`src/rtl/spi_pkg.sv`:
```
// Shared types and constants for the system-clocked SPI slave.
package spi_pkg;

  typedef enum logic [1:0] {
    IDLE,
    SHIFT,
    END
  } spi_slv_state_t;

  localparam int SPI_SYNC_DEFAULT = 2;

endpackage

```
`src/rtl/spi_sync_edge.sv`:
```
// Multi-flop synchroniser for one asynchronous pin.
// Produces one-clk rise/fall events against a delayed copy.
module spi_sync_edge
  import spi_pkg::*;
#(
  parameter int   SYNC_STAGES = SPI_SYNC_DEFAULT,
  parameter logic RST_VAL     = 1'b0
) (
  input  logic clk,
  input  logic rst,
  input  logic din,
  output logic dout,
  output logic rise,
  output logic fall
);

  logic [SYNC_STAGES-1:0] sync_q;
  logic                   dly_q;

  always_ff @(posedge clk) begin
    if (!rst) begin
      sync_q <= {SYNC_STAGES{RST_VAL}};
      dly_q  <= RST_VAL;
    end else begin
      sync_q <= {sync_q[SYNC_STAGES-2:0], din};
      dly_q  <= sync_q[SYNC_STAGES-1];
    end
  end

  assign dout = sync_q[SYNC_STAGES-1];
  assign rise = dout & ~dly_q;
  assign fall = ~dout & dly_q;

endmodule

```
`src/rtl/spi_slave_txrx.sv`:
```
// SPI slave, MSB first: miso changes on sclk rise, mosi sampled on sclk fall.
// All pins are oversampled by clk; no logic runs in the sclk domain.
module spi_slave_txrx
  import spi_pkg::*;
#(
  parameter int                DATA_W      = 8,
  parameter int                SYNC_STAGES = SPI_SYNC_DEFAULT,
  parameter logic [DATA_W-1:0] FILL        = '0
) (
  input  logic              clk,
  input  logic              rst,
  input  logic              sclk,
  input  logic              cs,
  input  logic              mosi,
  output logic              miso,
  input  logic [DATA_W-1:0] tx_data,
  input  logic              tx_valid,
  output logic              tx_ready,
  output logic [DATA_W-1:0] rx_data,
  output logic              rx_valid,
  output logic              underrun,
  output logic              abort,
  output logic              busy
);

  localparam int            CW       = $clog2(DATA_W + 1);
  localparam logic [CW-1:0] FULL_CNT = CW'(DATA_W);
  localparam logic [CW-1:0] LAST_CNT = CW'(DATA_W - 1);

  logic sclk_rise, sclk_fall;
  logic cs_rise, cs_fall;
  logic mosi_s;
  logic sclk_unused_lvl, cs_unused_lvl;
  logic mosi_unused_rise, mosi_unused_fall;

  spi_sync_edge #(
    .SYNC_STAGES(SYNC_STAGES),
    .RST_VAL    (1'b0)
  ) u_sclk (
    .clk (clk),
    .rst (rst),
    .din (sclk),
    .dout(sclk_unused_lvl),
    .rise(sclk_rise),
    .fall(sclk_fall)
  );

  spi_sync_edge #(
    .SYNC_STAGES(SYNC_STAGES),
    .RST_VAL    (1'b1)
  ) u_cs (
    .clk (clk),
    .rst (rst),
    .din (cs),
    .dout(cs_unused_lvl),
    .rise(cs_rise),
    .fall(cs_fall)
  );

  spi_sync_edge #(
    .SYNC_STAGES(SYNC_STAGES),
    .RST_VAL    (1'b0)
  ) u_mosi (
    .clk (clk),
    .rst (rst),
    .din (mosi),
    .dout(mosi_s),
    .rise(mosi_unused_rise),
    .fall(mosi_unused_fall)
  );

  spi_slv_state_t    state;
  logic [DATA_W-1:0] buf_q;
  logic              buf_full;
  logic [DATA_W-1:0] tx_shift;
  logic [DATA_W-1:0] rx_shift;
  logic [DATA_W-1:0] rx_next;
  logic [CW-1:0]     tx_cnt;
  logic [CW-1:0]     rx_cnt;
  logic              last_fall;

  assign rx_next   = {rx_shift[DATA_W-2:0], mosi_s};
  assign last_fall = sclk_fall && (rx_cnt == LAST_CNT);
  assign tx_ready  = !buf_full;
  assign busy      = (state != IDLE);

  always_ff @(posedge clk) begin
    if (!rst) begin
      state    <= IDLE;
      buf_q    <= '0;
      buf_full <= 1'b0;
      tx_shift <= '0;
      rx_shift <= '0;
      tx_cnt   <= '0;
      rx_cnt   <= '0;
      miso     <= 1'b0;
      rx_data  <= '0;
      rx_valid <= 1'b0;
      underrun <= 1'b0;
      abort    <= 1'b0;
    end else begin
      rx_valid <= 1'b0;
      underrun <= 1'b0;
      abort    <= 1'b0;
      if (tx_valid && !buf_full) begin
        buf_q    <= tx_data;
        buf_full <= 1'b1;
      end
      unique case (state)
        IDLE: begin
          miso <= 1'b0;
          if (cs_fall) begin
            state    <= SHIFT;
            tx_cnt   <= '0;
            rx_cnt   <= '0;
            rx_shift <= '0;
            if (buf_full) begin
              tx_shift <= buf_q;
              buf_full <= 1'b0;
            end else begin
              tx_shift <= FILL;
              underrun <= 1'b1;
            end
          end
        end
        SHIFT: begin
          if (cs_rise) begin
            // A final sample landing with cs_rise still completes the frame.
            miso  <= 1'b0;
            state <= IDLE;
            if (rx_cnt == FULL_CNT) begin
              rx_data  <= rx_shift;
              rx_valid <= 1'b1;
            end else if (last_fall) begin
              rx_data  <= rx_next;
              rx_valid <= 1'b1;
              rx_cnt   <= FULL_CNT;
            end else begin
              abort <= 1'b1;
            end
          end else if (rx_cnt == FULL_CNT) begin
            rx_data  <= rx_shift;
            rx_valid <= 1'b1;
            miso     <= 1'b0;
            state    <= END;
          end else begin
            if (sclk_rise && tx_cnt < FULL_CNT) begin
              miso     <= tx_shift[DATA_W-1];
              tx_shift <= {tx_shift[DATA_W-2:0], 1'b0};
              tx_cnt   <= tx_cnt + 1'b1;
            end
            if (sclk_fall) begin
              rx_shift <= rx_next;
              rx_cnt   <= rx_cnt + 1'b1;
            end
          end
        end
        END: begin
          miso <= 1'b0;
          if (cs_rise) state <= IDLE;
        end
        default: state <= IDLE;
      endcase
    end
  end

endmodule

```
`config.mk`:
```
export PLATFORM = sky130hd
export DESIGN_NAME = spi_slave_txrx
export DESIGN_NICKNAME = d
export VERILOG_FILES = /design/src/rtl/spi_pkg.sv /design/src/rtl/spi_sync_edge.sv /design/src/rtl/spi_slave_txrx.sv
export SDC_FILE = /design/constraint.sdc
export NUM_CORES = 1
export LEC_CHECK = 0
export ABC_AREA = 0
export ABC_CLOCK_PERIOD_IN_PS = 1500
export BUFFER_PORTS_ARGS = -buffer_cell sky130_fd_sc_hd__buf_4
export CAP_MARGIN = 20
export CORE_UTILIZATION = 52
export CTS_CLUSTER_DIAMETER = 80
export DETAILED_ROUTE_END_ITERATION = 16
export MAX_ROUTING_LAYER = met4
export PLACE_DENSITY_LB_ADDON = 0.1
export SETUP_SLACK_MARGIN = 0.4
export SYNTH_ARGS = -nofsm -noshare
export SYNTH_HDL_FRONTEND = slang
export SYNTH_HIERARCHICAL = 1
export SYNTH_SLANG_ARGS = --single-unit
```
`constraint.sdc`:
```
create_clock -name clk -period 1.5 [get_ports clk]
set_input_delay 0.3 -clock clk [delete_from_list [all_inputs] [get_ports clk]]
set_output_delay 0.3 -clock clk [all_outputs]
set_load 0.01 [all_outputs]
```
======== Word-level counts from Yosys, hierarchy flattened ========
Index checks and enable logic that the tools add are counted.
storage, ports and cells
  output and inout port bits .............. 14
  logic and storage cells ................. 110
  bits of input ports ..................... 14
  register bits ........................... 55
cells by class
  reduce and logical (&&, ||, !) cells .... 20
  add/subtract/negate cells ............... 2
  mux-type cells .......................... 45
  bitwise operators ....................... 11
  equality and inequality tests ........... 14
  magnitude comparators ................... 1
operators by type and width
  kind                                                              number
  8-bit 2-to-1 mux                                                  13
  4-bit 2-to-1 mux                                                  9
  8-bit one-hot mux with 2 select lines                             2
  4-bit one-hot mux with 2 select lines                             2
  5-bit AND reduction                                               3
  1-bit 2-to-1 mux                                                  13
  2-bit != test (second input constant)                             6
  2-bit nonzero test                                                5
  3-bit != test (second input constant)                             3
  3-bit AND reduction                                               3
  4-bit by 1-bit adder with 4-bit output (second input constant)    2
  2-bit 2-to-1 mux                                                  4
  1-bit NOT                                                         7
  2-bit one-hot mux with 3 select lines                             1
  1-bit bitwise AND                                                 4
  4-bit by 3-bit == test with 1-bit output (second input constant)  1
  4-bit == test (second input constant)                             1
  4-bit less-than comparator (second input constant)                1
  4-bit != test (second input constant)                             1
  2-bit AND reduction                                               2
  4-bit OR reduction                                                1
  1-bit logical AND                                                 3
  2-bit by 1-bit == test with 1-bit output (second input constant)  1
  2-bit == test (second input constant)                             1
  other kinds (4)                                                   4

======== Longest topological paths before layout ========
  word-level depth ........................ 7
  mapped depth ............................ 7
  mapped depth without buffers ............ 6

======== Cells and area by module ========
Netlist, hierarchy kept.
by module, submodules not included
  module          instances  area an instance (um^2)  seq. area each (um^2)  cells an instance
  spi_slave_txrx  1          2,223.4                  940.9                  242
  spi_sync_edge   3          91.3                     60.1                   8

======== Least setup slack after synthesis ========
OpenSTA, ideal clock, no wires.
  path kind ............................... flip-flop to flip-flop
  start point ............................. register rx_cnt[0]
  end point ............................... register rx_shift[6]
  path buffers ............................ 1
  period minus slack after synthesis ...... 1.553 ns
  data required time ...................... 1.385 ns
  slack ................................... -0.053 ns
  library setup time ...................... 0.115 ns
  cell stages (with the launch flop) ...... 8
  arrival time ............................ 1.438 ns
  path through ............................ dfxtp_1 inv_1 ha_1 and3b_4 o31a_1 buf_6 nand3_2 o21ai_2
on the way
  word-level cells in the longest chain between the ends .. 3
ends and longest elaborated chain
  item                                  RTL line               source
  from (decl)                           spi_slave_txrx.sv:79   logic [CW-1:0] rx_cnt;
  from (signal assigned)                spi_slave_txrx.sv:154  rx_cnt <= rx_cnt + 1'b1;
  4-bit == test                         spi_slave_txrx.sv:141  end else if (rx_cnt == FULL_CNT) begin
  2-bit != test (no source line)        --
  5-bit AND reduction (no source line)  --
  to (signal assigned)                  spi_slave_txrx.sv:153  rx_shift <= rx_next;
  to (decl)                             spi_slave_txrx.sv:76   logic [DATA_W-1:0] rx_shift;
Every way passes these cells.
A chain may end at the register's enable or synchronous reset.

======== Worst setup path in the final report ========
  start point ............................. register u_cs.dly_q
  end point ............................... register tx_shift[2]
on the way
  elaborated cells between the ends (all ways) .. 6
  those cells by class .................... eq/ne: 2; bitwise: 3; reduce/logical: 1
RTL lines
  item                                  RTL line               source
  from (decl)                           spi_sync_edge.sv:18    logic dly_q;
  from (signal assigned)                spi_sync_edge.sv:26    dly_q <= sync_q[SYNC_STAGES-1];
  1-bit bitwise AND                     spi_sync_edge.sv:32    assign fall = ~dout & dly_q;
  named net cs_fall                     spi_slave_txrx.sv:31   logic cs_rise, cs_fall;
  2-bit != test (no source line)        --
  5-bit AND reduction (no source line)  --
  to (signal assigned)                  spi_slave_txrx.sv:118  tx_shift <= buf_q;
  to (signal assigned)                  spi_slave_txrx.sv:149  tx_shift <= {tx_shift[DATA_W-2:0], 1'b0};
  to (decl)                             spi_slave_txrx.sv:75   logic [DATA_W-1:0] tx_shift;
The timed path passes the listed nets, and every way through them passes these cells.

==> results.toml <==
[status]
status = "finished, violations left"
failed_checks = "design-rule violations, negative setup slack"

[drt]
vias = 2176
wirelength_um = 6150
drtIter0Drc = 97
wl_met2_um = 3107
wl_per_cell_um = 16.06
drc_errors = 4
viasPerCell = 5.681
wl_met3_um = 259
ant_nets = 0
drt-met1-wl_um = 2644
drtPass1Iterations = 10
top_layer = "met4"

[worst_setup_path]
r2r_start = "u_cs/dly_q"
critPathCaptureType = "register"
path_class = "register to register"
startpoint = "u_cs/dly_q"
cp.required_ns = 1.76
crit_path_start_kind = "register"
cp.arrival_ns = 1.84
worst-path-max-fanout = 5

[floorplanning]
start_util_pct = 55.32
ios = 28
num_rows = 24
die_x_um = 70.76
die_y_um = 70.76
die_area_um2 = 5007
coreArea_um2 = 4444

[sta]
drv_slew = 0
hold_viol = 0
rsz0062_at_grt = "true"
period_needed_ns = 1.573
tightest_slew_ns = 0.3664
maxSlewHeadroom_pct = 75.39
layout_setup_ws_ns = -0.07343
setup_viol = 29
min_period_over_period_pct = 104.9
fmax_mhz = 635.6
setup-tns-final_ns = -1.204
skew_ns = 0.005224

[yosys]
ys_warn_count = 6
syn_inst = 262
synth.cell_area_um2 = 2459
synth.avg_cell_area_um2 = 9.384
syn_nets = 279

[clocking]
clock-sinks = 55
numCtsBuffers = 5
clkTransAtPathRegs_ns = 0.09
clock_latency_ns = 0.31
htreeDepth = 2
clockBufferDepth = 2
postCtsHoldBufs = 0
cts_tree = "yes"
cts_root_buf = "clkbuf_8"

[grt]
grt_pass1_vias = 2088
gr-total-overflow = 0
grt_usage_pct = 25.91
grt_first_pass_wirelength_um = 9784
grt_max_degree = 44
antenna_found_initial = 0

[finish]
area_growth_pct = 44.99
diodes = 0
utilization_pct = 80.21
final_area_um2 = 3565
final_nets = 348
final_cells = 383
drive_above_1_share_pct = 47.13
fill_cells = 286

[pwr]
p_per_area_nw_per_um2 = 785.6
p_leak_nw = 1.463
ir_drop_v = 0.0007209

[place]
place_inst = 355
gp_congestion = 0.8268
place_area_um2 = 2955
portBuffers = 27
post-place-ws_ns = -0.05268
place.detailed.hpwl_um = 3604

[hold_path]
hold_class = "primary input to register"
min_from = "cs"

[flow_run]
maxCapViolations = 0
## metrics by stage
step           power [mW]  hold WS [ns]
2_1_floorplan       1.704        0.3730
3_3_place_gp        1.794        0.4176
3_5_place_dp        1.798        0.4029
4_1_cts             2.786        0.1630
5_1_grt             2.910        0.1726
6_report            2.800        0.1618
## sequential cells by signal, summed over array words and instances, names as in the netlist, 2 cells and up
register	count
buf_q	8
rx_cnt	4
rx_data	8
rx_shift	8
state	2
tx_cnt	4
tx_shift	8
u_cs/sync_q	2
u_mosi/sync_q	2
u_sclk/sync_q	2
## critical path, cell delays in order (launching register included)
cell,delay [ns]
dfxtp_2,0.36
nor2b_4,0.16
or3b_4,0.43
o21ai_4,0.12
and2_4,0.21
buf_6,0.11
o211a_1,0.13
## what timing repair did
action,4_1_cts,5_1_grt
resized for setup,52,37
pin swaps,16,10
setup buffers,16,3
gates cloned,1,1
setup endpoints to repair,49,53
## report_power, final
part           leakage (nW)  internal, mW  switching [mW]  total, mW
Sequential            0.453          1.49          0.0230       1.52
Clock                0.0513         0.490           0.479      0.969
Combinational         0.959         0.156           0.158      0.314
Total                  1.46          2.14           0.660       2.80
## metal layers
layer,vias to the layer above,global-route usage (%)
met5,-,-
met4,0,10.44
met3,14,6.980
met2,57,42.20
met1,1027,30.42
li1,1078,-
## cell type report
class	count	area, um^2	share of cell area, %
tap	52	65.06	1.825
timing repair buffer	80	768.2	21.55
clock inverter	1	30.03	0.8424
multi-input combinational	185	1485	41.66
inverter	4	17.52	0.4914
sequential	55	1126	31.59
clock buffer	6	72.57	2.036
## placed cells by master (no fill, tap or decap), types with 3 or more instances in the layout
| cell type | n |
|---|---|
| and2_1 | 5 |
| a32o_1 | 3 |
| a21boi_0 | 8 |
| buf_6 | 26 |
| nand4b_1 | 3 |
| clkbuf_8 | 5 |
| a21oi_2 | 4 |
| a21oi_1 | 5 |
| nand3_2 | 4 |
| nand3b_1 | 3 |
| nand4_1 | 7 |
| buf_12 | 4 |
| o21ai_1 | 6 |
| o211a_1 | 7 |
| dfxtp_4 | 3 |
| dfxtp_1 | 41 |
| nand3_1 | 19 |
| nor2_1 | 4 |
| mux2i_1 | 7 |
| nand2_1 | 30 |
| nor2b_4 | 3 |
| buf_4 | 49 |
| nand2b_1 | 6 |
| dfxtp_2 | 11 |
| nand2_4 | 3 |
| nor2b_1 | 3 |
| o21ai_2 | 7 |
## final timing paths
kind	end	slack (ns)	cells past startpoint
min reg2reg	u_cs/sync_q[1]	0.42	1
min	u_cs/sync_q[0]	0.16	2
max	tx_shift[2]	-0.07	6
max reg2reg	tx_shift[2]	-0.07	6
(Power assumes the default switching activity.)
